## config.mk

```make
export PLATFORM = sky130hd
export DESIGN_NAME = envelope_tracker
export DESIGN_NICKNAME = d
export VERILOG_FILES = /design/src/rtl/envelope_tracker.sv
export SDC_FILE = /design/constraint.sdc
export NUM_CORES = 1
export LEC_CHECK = 0
export CAP_MARGIN = 10
export CORE_MARGIN = 2
export CORE_UTILIZATION = 40
export CTS_CLUSTER_SIZE = 12
export DETAILED_ROUTE_END_ITERATION = 16
export PLACE_DENSITY = 0.62
export SLEW_MARGIN = 20
export SYNTH_ARGS = -nofsm -noshare
export SYNTH_HDL_FRONTEND = slang
export SYNTH_SLANG_ARGS = --single-unit
```

## constraint.sdc

```tcl
create_clock -name clk -period 18.9 [get_ports clk]
set_clock_uncertainty 0.05 [all_clocks]
set_input_delay 2.835 -clock clk [delete_from_list [all_inputs] [get_ports clk]]
set_output_delay 2.835 -clock clk [all_outputs]
set_load 0.01 [all_outputs]
```

## src/rtl/envelope_tracker.sv

```systemverilog
// rtl/envelope_tracker.sv - per-window peak, decay level in eighths and silence flag
// Optional ENV_MONOTONIC_EN: clamp each TRACK level to the previous level of the note.
module envelope_tracker #(
  parameter int WINDOW_LOG2    = 6,
  parameter int SILENCE_THRESH = 16,
  parameter int SILENT_WINDOWS = 4
) (
  input  logic               clk,
  input  logic               reset,
  input  logic signed [15:0] sample,
  input  logic               new_sample_ready,
  input  logic               note_start,
  output logic        [15:0] peak,
  output logic        [3:0]  level,
  output logic               level_valid,
  output logic               silent
);

  typedef enum logic [1:0] {IDLE, REF, TRACK} state_t;

  localparam logic [15:0] THRESH = 16'(SILENCE_THRESH);
  localparam logic [3:0]  QUIET_MAX = 4'(SILENT_WINDOWS);

  state_t                 state;
  logic [WINDOW_LOG2-1:0] win_cnt;
  logic [14:0]            running_max;
  logic [15:0]            ref_peak;
  logic [3:0]             quiet_cnt;
  logic                   pend;
  logic                   pend_ref;

  logic [15:0] neg_sample;
  logic [14:0] abs_sample;
  logic [14:0] win_max;
  logic        win_end;
  logic [18:0] peak_x8;
  logic [18:0] ref_mult;
  logic [3:0]  level_calc;
  logic [3:0]  level_next;

`ifdef ENV_MONOTONIC_EN
  logic [3:0] held_level;
`endif

  // -32768 has no positive counterpart, so it saturates to 32767.
  always_comb begin
    neg_sample = -sample;
    if (sample == 16'sh8000)
      abs_sample = 15'h7fff;
    else if (sample[15])
      abs_sample = neg_sample[14:0];
    else
      abs_sample = sample[14:0];
    win_max = (abs_sample > running_max) ? abs_sample : running_max;
    win_end = new_sample_ready && !note_start && (state != IDLE) && (win_cnt == '1);
  end

  // Count k in 1..8 with 8*peak >= k*ref_peak; 19 bits holds 8*32767 without overflow.
  always_comb begin
    peak_x8    = {peak, 3'b000};
    ref_mult   = 19'd0;
    level_calc = 4'd0;
    for (int k = 1; k <= 8; k++) begin
      ref_mult = ref_mult + {3'b000, ref_peak};
      if (peak_x8 >= ref_mult)
        level_calc = level_calc + 4'd1;
    end
    if (ref_peak == 16'd0)
      level_calc = 4'd0;
`ifdef ENV_MONOTONIC_EN
    level_next = (level_calc < held_level) ? level_calc : held_level;
`else
    level_next = level_calc;
`endif
  end

  always_ff @(posedge clk) begin
    if (reset) begin
      state       <= IDLE;
      win_cnt     <= '0;
      running_max <= 15'd0;
      peak        <= 16'd0;
      ref_peak    <= 16'd0;
      quiet_cnt   <= 4'd0;
      pend        <= 1'b0;
      pend_ref    <= 1'b0;
      level       <= 4'd0;
      level_valid <= 1'b0;
      silent      <= 1'b1;
`ifdef ENV_MONOTONIC_EN
      held_level  <= 4'd8;
`endif
    end else begin
      // Second stage: level/silent follow the peak registered one cycle earlier.
      pend        <= win_end;
      pend_ref    <= win_end && (state == REF);
      level_valid <= pend;
      if (pend) begin
        level  <= pend_ref ? 4'd8 : level_next;
        silent <= (quiet_cnt == QUIET_MAX);
`ifdef ENV_MONOTONIC_EN
        held_level <= pend_ref ? 4'd8 : level_next;
`endif
      end

      if (note_start) begin
        state     <= REF;
        quiet_cnt <= 4'd0;
        if (new_sample_ready) begin
          win_cnt     <= WINDOW_LOG2'(1);
          running_max <= abs_sample;
        end else begin
          win_cnt     <= '0;
          running_max <= 15'd0;
        end
      end else if (state != IDLE && new_sample_ready) begin
        if (win_end) begin
          win_cnt     <= '0;
          running_max <= 15'd0;
          peak        <= {1'b0, win_max};
          if (state == REF) begin
            ref_peak <= {1'b0, win_max};
            state    <= TRACK;
          end
          if ({1'b0, win_max} < THRESH)
            quiet_cnt <= (quiet_cnt == QUIET_MAX) ? quiet_cnt : quiet_cnt + 4'd1;
          else
            quiet_cnt <= 4'd0;
        end else begin
          win_cnt     <= win_cnt + 1'b1;
          running_max <= win_max;
        end
      end
    end
  end

endmodule

```

## Word level (Yosys, flattened, before mapping)

Cells that the tools add are included.

- Flip-flop bits (word level): 65
- Input port bits: 20
- Output and inout port bits: 22
- Word-level logic and storage cells: 89

- $add $sub $neg: 17
- $lt $le $gt $ge: 10
- Equality and inequality tests: 5
- Multiplexer cells: 27
- Bitwise operators: 1
- Reductions and logical operators: 17

Operator list:

| kind | count |
|---|---|
| $mux W15 | 7 |
| $ge A18 B19 Y1 | 4 |
| $add A19 B15 Y19 | 3 |
| $mux W4 | 11 |
| $add A4 B1 Y4 const B | 8 |
| $add A18 B15 Y19 | 1 |
| $add A17 B15 Y18 | 1 |
| $ge A18 B15 Y1 | 1 |
| $ge A18 B16 Y1 | 1 |
| $ge A18 B17 Y1 | 1 |
| $ge A18 B18 Y1 | 1 |
| $mux W6 | 3 |
| $add A16 B15 Y17 | 1 |
| $add A15 B15 Y16 | 1 |
| $eq A16 B16 Y1 const B | 1 |
| $logic_not A16 Y1 | 1 |
| $gt A15 B15 Y1 | 1 |
| $lt A15 B5 Y1 const B | 1 |
| $neg A15 Y15 | 1 |
| $reduce_and A3 Y1 | 4 |
| $reduce_bool A2 Y1 | 4 |
| $add A6 B1 Y6 const B | 1 |
| $eq A6 B6 Y1 const B | 1 |
| $mux W1 | 6 |
| 8 further kinds | 12 |

## Logic depth before layout (Yosys ltp)

Gate-level depths: netlist of the first run.

- Depth after elaboration: 18
- Mapped depth: 47
- Gate-level depth less buffers: 47

## Least setup slack after synthesis of the first run

Ideal clock, no wire load.

- Path kind: register to register
- Start: register ref_peak[2]
- End: register level[2]
- Library setup time: 0.116 ns
- Arrival time: 8.118 ns
- Data required time: 18.734 ns
- Setup slack: 10.616 ns
- Stages on the path, launching flop included: 39
- Path buffers: 0
- Period minus slack after synthesis: 8.284 ns
- Cells stage by stage: dfxtp_1 -> inv_1 -> ha_1 -> nor2b_1 -> o2111ai_1 -> nand2_1 -> nor2_1 -> o21ai_0 -> xor2_1 -> ha_1 -> and3_1 -> nand2_1 -> o221ai_1 -> o21a_1 -> o21ai_0 -> nand2b_1 -> xor2_1 -> ha_1 -> [... 3 more ...] -> a41oi_1 -> mux2_2 -> nand4_1 -> nand2_1 -> ha_1 -> a211oi_1 -> o21ai_0 -> a2111o_1 -> nand2_1 -> xnor2_1 -> ha_1 -> mux2_2 -> ha_1 -> mux2_2 -> ha_1 -> o211ai_1 -> xnor2_1 -> o21ai_1

- Longest elaborated chain between the ends: 18
- Elaborated cells on any way between the ends: 33
- Classes of those cells: 14 x add/sub; 8 x order compare; 10 x mux; 1 x reduce/logical

RTL lines:

| item | RTL line | RTL |
|---|---|---|
| start: declaration | 27 | `logic [15:0] ref_peak;` |
| start signal: assignment | 122 | `ref_peak <= {1'b0, win_max};` |
| branches (longest 16 deep; another with $add A18 B15 Y19) | - |  |
| $mux W4 (*) | 68 | `if (ref_peak == 16'd0)` |
| $mux W4 (*) | 99 | `level <= pend_ref ? 4'd8 : level_next;` |
| end signal: assignment | 99 |  |
| end: declaration | 14 | `output logic [3:0] level,` |

Mark *: on every way between the ends.
A chain may end at the register's enable or synchronous reset.

## Worst setup path after layout of the first run

- Start: register ref_peak[1]
- End: register level[2]

Same word-level chain as after synthesis.

==> results of run 1 <==
[worst max-delay path by stage]
stage                           start        to
final                     ref_peak[1]  level[2]
after global routing      ref_peak[1]  level[3]
after CTS                 ref_peak[1]  level[2]
after detailed placement  ref_peak[1]  level[2]
after global placement    ref_peak[1]  level[2]
after floorplan           ref_peak[2]  level[2]
[worst max-delay path: cells and delay by family (launching register included)]
family          cells  cell delay [ns]
compound gates     12             2.75
xor+xnor            4             0.95
mux                 3             0.98
buf+inv             1             0.09
simple gates       11             1.52
fa+ha+maj           8             2.39
flops               1             0.66
[metrics by stage]
step	area [sq um]	hold WS (ns)	setup slack, ns	power [mW]	std cells
finish	12000	0.417	9.36	0.348	1820
global route	12000	0.453	8.61	0.365	1820
CTS	12000	0.424	9.46	0.353	1820
detailed placement	11700	0.405	9.46	0.191	1805
global placement	11700	0.404	9.71	0.190	1805
floorplan	11000	0.415	10.62	0.177	1452
[power groups by stage]
stage	Clock [mW]	Combinational, mW	Sequential [mW]
global route	0.169	0.0539	0.141
CTS	0.165	0.0473	0.141
floorplan	0	0.0334	0.143
finish	0.160	0.0469	0.141
detailed placement	0	0.0469	0.144
global placement	0	0.0461	0.144
[per-layer routing]
layer	GRT usage, %	up-vias	wire length, microns
met5	0	-	0
met4	5.28	0	520
met3	1.82	36	672
met2	34.8	136	13000
met1	24.2	4715	12900
li1	-	5272	-
[layout by cell type (no fill, tap or decap), drive strengths merged, types with 15 or more instances in the layout]
| master | synthesis | final |
|---|---|---|
| nor3 | 25 | 25 |
| a21o | 47 | 47 |
| dfxtp | 65 | 65 |
| a21oi | 131 | 131 |
| nor2b | 22 | 22 |
| nand4 | 17 | 17 |
| nand2 | 158 | 158 |
| a22oi | 15 | 15 |
| nand2b | 20 | 20 |
| ha | 235 | 235 |
| nor2 | 94 | 94 |
| a211oi | 15 | 15 |
| o21ai | 99 | 99 |
| xor2 | 53 | 53 |
| inv | 122 | 122 |
| clkdlybuf4s50 | 0 | 39 |
| o21a | 47 | 47 |
| nand3 | 27 | 27 |
| xnor2 | 50 | 50 |
[logic make-up (layout without fill, tap and decap cells)]
logic type / count (synthesis) / in the layout / share of synthesized area (%)
other cells: 1 / 1 / 0.0341
fa+ha+maj: 239 / 239 / 27.5
flops: 65 / 65 / 11.8
mux: 13 / 13 / 1.23
buf+inv: 152 / 179 / 5.43
compound gates: 446 / 446 / 26.4
simple gates: 432 / 432 / 18.8
xor+xnor: 104 / 104 / 8.74
[cell type report]
type | count | share of cell area [%]
tap | 341 | 3.56
clock buffer | 11 | 1.94
multi-input combinational | 1235 | 76.0
inverter | 122 | 3.83
sequential | 65 | 10.9
timing repair buffer | 42 | 3.43
clock inverter | 4 | 0.376
[registers in the layout (all words and copies together), names as in the netlist, 2 cells and up]
name / flops
level: 4
peak: 15
quiet_cnt: 4
ref_peak: 15
running_max: 15
state: 2
win_cnt: 6
==> results.cfg, run 1 <==
[timing]
timing.fmax_mhz = 105
tightest_slew_ns = 1.04
fin_tns_setup_ns = 0
hold_viol = 0
rsz0062_at_grt = false
period_needed_ns = 9.54
finalCritPeriodShare_pct = 50.5
setup_viol = 0
relSlewSlack_pct = 30.8
slew_violations = 0

[setup_path]
arrival_ns = 9.72
start_kind = flip-flop
regToRegEndpoint = level[2]
cp_slowest_cell = dfxtp_1
end_kind = flip-flop
critPathMaxFanout = 12
crit_type = reg -> reg
ff2ff_path_depth = 39
max_stage_delay_ns = 0.66
cp_common_cell = ha_1
reg2reg_from = ref_peak[1]
r2r_setup_slack_ns = 9.36
crit_required_ns = 19.09

[hold_path]
hold_depth = 2
holdPathEnd = level[2]
hp-class = reg -> reg
min_from = level[2]

[final_layout]
nFillCells = 2799
multi_input_area_sq_um = 9100
fin_util_pct = 44.4
layout-drive-gt1-share_pct = 4.33
seqCellArea_sq_um = 1300
area_delta_synth_final_pct = 9.00
final_nets = 1734
insertedDiodeCount = 0

[pwr]
combPwrFrac_pct = 13.5
sequentialPowerShare_pct = 40.6
p_sw_uw = 89.3
clockPowerShare_pct = 46.0
irDropWorstVdd_v = 0.0000335
cellPowerDensity_nw_per_um2 = 29.1
switching_share_pct = 25.7
p_leak_nw = 5.31
internal_power_uw = 259

[synthesis]
seq_area_frac_synth_pct = 11.8
synth_nets = 1711
synth.avg_cell_area_sq_um = 7.56
synthArstFlopShare_pct = 0
synthTopCellsByCount = ha_1 (235), nand2_1 (156), a21oi_1 (128)
ys_warn_count = 0
synth_area_leader_cell = ha_1
yosysMostFrequentCell = ha_1
synth_edf_count = 0
ys.flop_type = dfxtp_1
synth_cells = 1452
synth-seq-cells = 65
synth_area_leaders = ha_1 (27%), dfxtp_1 (12%), a21oi_1 (5.8%)
synthesis.area_sq_um = 11000
ys_types = 84
yosys.area.top_type_share_pct = 26.8

[clock_tree]
postCtsSetupBuffers = 0
ctsResizeCount = 0
cts_buffer_depth = 2
clock-sinks = 65
cts_hold_buffers = 0
htreeDepth = 3
cts_buffers = 9
clk_pin_slew_ns = 0.05
ctsRootBufferMaster = clkbuf_16
worstSkewPairLatency_ns = 0.34
cts_tree = done

[route]
vias = 10200
viasPerCell = 5.58
drtPass1Iterations = 4
wl_per_cell_microns = 14.9
drc = 0
wl_microns = 27100
drtIter0Drc = 506
antenna_left = 0

[die]
initial_core_util_pct = 40.7
dieArea_sq_um = 28800
die_h_microns = 170
rows = 60
ios = 42
dieWidth_microns = 170
core_area_sq_um = 27000

[place]
place.gp.congestion = 0.856
portBuffers = 40
dp_hpwl_microns = 22600

[global_route]
grt_pass1_wl_microns = 45900
grt_max_degree = 55
grt_antenna_before_repair = 0
grt.overflow.total = 0
track_usage_pct = 19.2
grt_pass1_vias = 9945

[outcome]
status = complete, no violations

[run]
cap_violations = 0
No activity file was read; power rests on OpenSTA's default activity.
==> run 2: changes to the inputs <==
Clock period 18.9 ns to 9.9 ns, I/O delays scaled along.
==> run 2 against run 1 <==
Against the previous run:
- setup slack got worse by 8.6 ns
- global-route usage is essentially flat
- sequential cell count did not move
- routed wire length decreased by 0.35%
- combinational power rose by 88%
- clock power grew 120%
- critical endpoint unchanged
==> results.cfg, run 2 (same netlist as run 1, synthesis figures left out) <==
[setup_path]
reg2reg_from = ref_peak[0]
arrival_ns = 9.34
max_stage_delay_ns = 0.45
start_kind = flip-flop
crit_type = reg -> reg
cp_common_cell = ha_1
crit_required_ns = 10.08
critPathMaxFanout = 11
cp_slowest_cell = a2111o_1
cp-startpoint = ref_peak[0]
end_kind = flip-flop

[global_route]
grt.overflow.total = 0
grt_max_degree = 55
grt_antenna_before_repair = 0
grt_pass1_vias = 9950
grt_pass1_wl_microns = 46100
track_usage_pct = 19.2

[clock_tree]
clock-sinks = 65
ctsRootBufferMaster = clkbuf_16
cts_tree = done
cts_buffers = 9
cts_hold_buffers = 0
worstSkewPairLatency_ns = 0.34
htreeDepth = 3
cts_buffer_depth = 2
clk_pin_slew_ns = 0.06

[timing]
relSlewSlack_pct = 27.9
fin_tns_setup_ns = 0
timing.fmax_mhz = 109
hold_viol = 0
setup_viol = 0
slew_violations = 0
rsz0062_at_grt = true
period_needed_ns = 9.16
tightest_slew_ns = 1.08
finalCritPeriodShare_pct = 92.5

[route]
vias = 10100
drtIter0Drc = 497
wl_microns = 27000
viasPerCell = 5.54
drc = 0
antenna_left = 0
wl_per_cell_microns = 14.8
drtPass1Iterations = 5

[run]
cap_violations = 0

[final_layout]
insertedDiodeCount = 0
layout-drive-gt1-share_pct = 4.85
area_delta_synth_final_pct = 9.73
final_cell_mix = ha_1 (235), nand2_1 (156), a21oi_1 (127)
final_cells = 1825
final_nets = 1738
top_regs = peak x15, ref_peak x15, running_max x15
layout_commonest_cell = ha_1

[pwr]
power.total_uw = 705
switching_share_pct = 25.7
internal_power_uw = 524
p_sw_uw = 181
cellPowerDensity_nw_per_um2 = 58.5
irDropWorstVdd_v = 0.0000688
clockPowerShare_pct = 49.3
combPwrFrac_pct = 12.5
sequentialPowerShare_pct = 38.2
p_leak_nw = 5.34

[die]
initial_core_util_pct = 40.7
rows = 60
die_h_microns = 170
ios = 42
dieArea_sq_um = 28800
core_area_sq_um = 27000
dieWidth_microns = 170

[place]
dp_cells = 1807
place.gp.congestion = 0.851
dp_hpwl_microns = 22500
portBuffers = 40

[hold_path]
hp-class = reg -> reg
min_from = level[2]

[outcome]
status = complete, no violations
## run 2: metrics by stage
stage | hold WS (ns) | instance area, sq um | worst slack, ns | utilization [%]
final | 0.412 | 12100 | 0.742 | 44.7
after global routing | 0.438 | 12100 | -0.00912 | 44.7
after CTS | 0.415 | 12000 | 0.574 | 44.6
after detailed placement | 0.399 | 11700 | 0.627 | 43.4
after global placement | 0.400 | 11700 | 0.875 | 43.4
after floorplan | 0.415 | 11000 | 1.62 | -
## run 2: path summary, 6_finish.rpt
path / slack [ns] / depth (start not counted) / to
worst min-delay path: 0.41 / 2 / level[2]
worst max register to register: 0.74 / 40 / level[2]
worst max-delay path: 0.74 / 40 / level[2]
worst min register to register: 0.41 / 2 / level[2]
## run 2: power groups by stage
stage	combinational [mW]	sequential (mW)	clock, mW
6_report	0.0884	0.269	0.348
3_5_place_dp	0.0889	0.275	0
5_1_grt	0.102	0.269	0.366
3_3_place_gp	0.0879	0.275	0
4_1_cts	0.0893	0.269	0.354
2_1_floorplan	0.0638	0.274	0
## run 2: final cells by class
cell class	count	area (sq um)
clock buffers	9	225
clock inverters	7	101
fillers	2779	14900
inverters	122	462
multi-input cells	1235	9090
flip-flops and latches	65	1300
well taps	341	427
repair buffers	46	440
## run 2: repair_timing
item / 4_1_cts / 5_1_grt
setup endpoints to repair: 0 / 4
gates resized for setup: 0 / 3
setup buffers: 0 / 2
## run 2: per-layer routing
layer / GRT usage [%] / wire (microns)
met1: 24.5 / 12900
met2: 34.9 / 13100
met3: 1.54 / 556
met4: 4.72 / 459
met5: 0 / 0
## run 2: worst max-delay path, delay by kind of cell (launching register included)
family / cells / cell delay [ns]
AO/OA/AOI/OAI: 12 / 2.71
XOR/XNOR: 4 / 0.90
adder cells (fa/ha/maj): 8 / 2.30
buffers and inverters: 2 / 0.30
flip-flops: 1 / 0.31
multiplexers: 3 / 0.97
AND/OR/NAND/NOR: 11 / 1.50
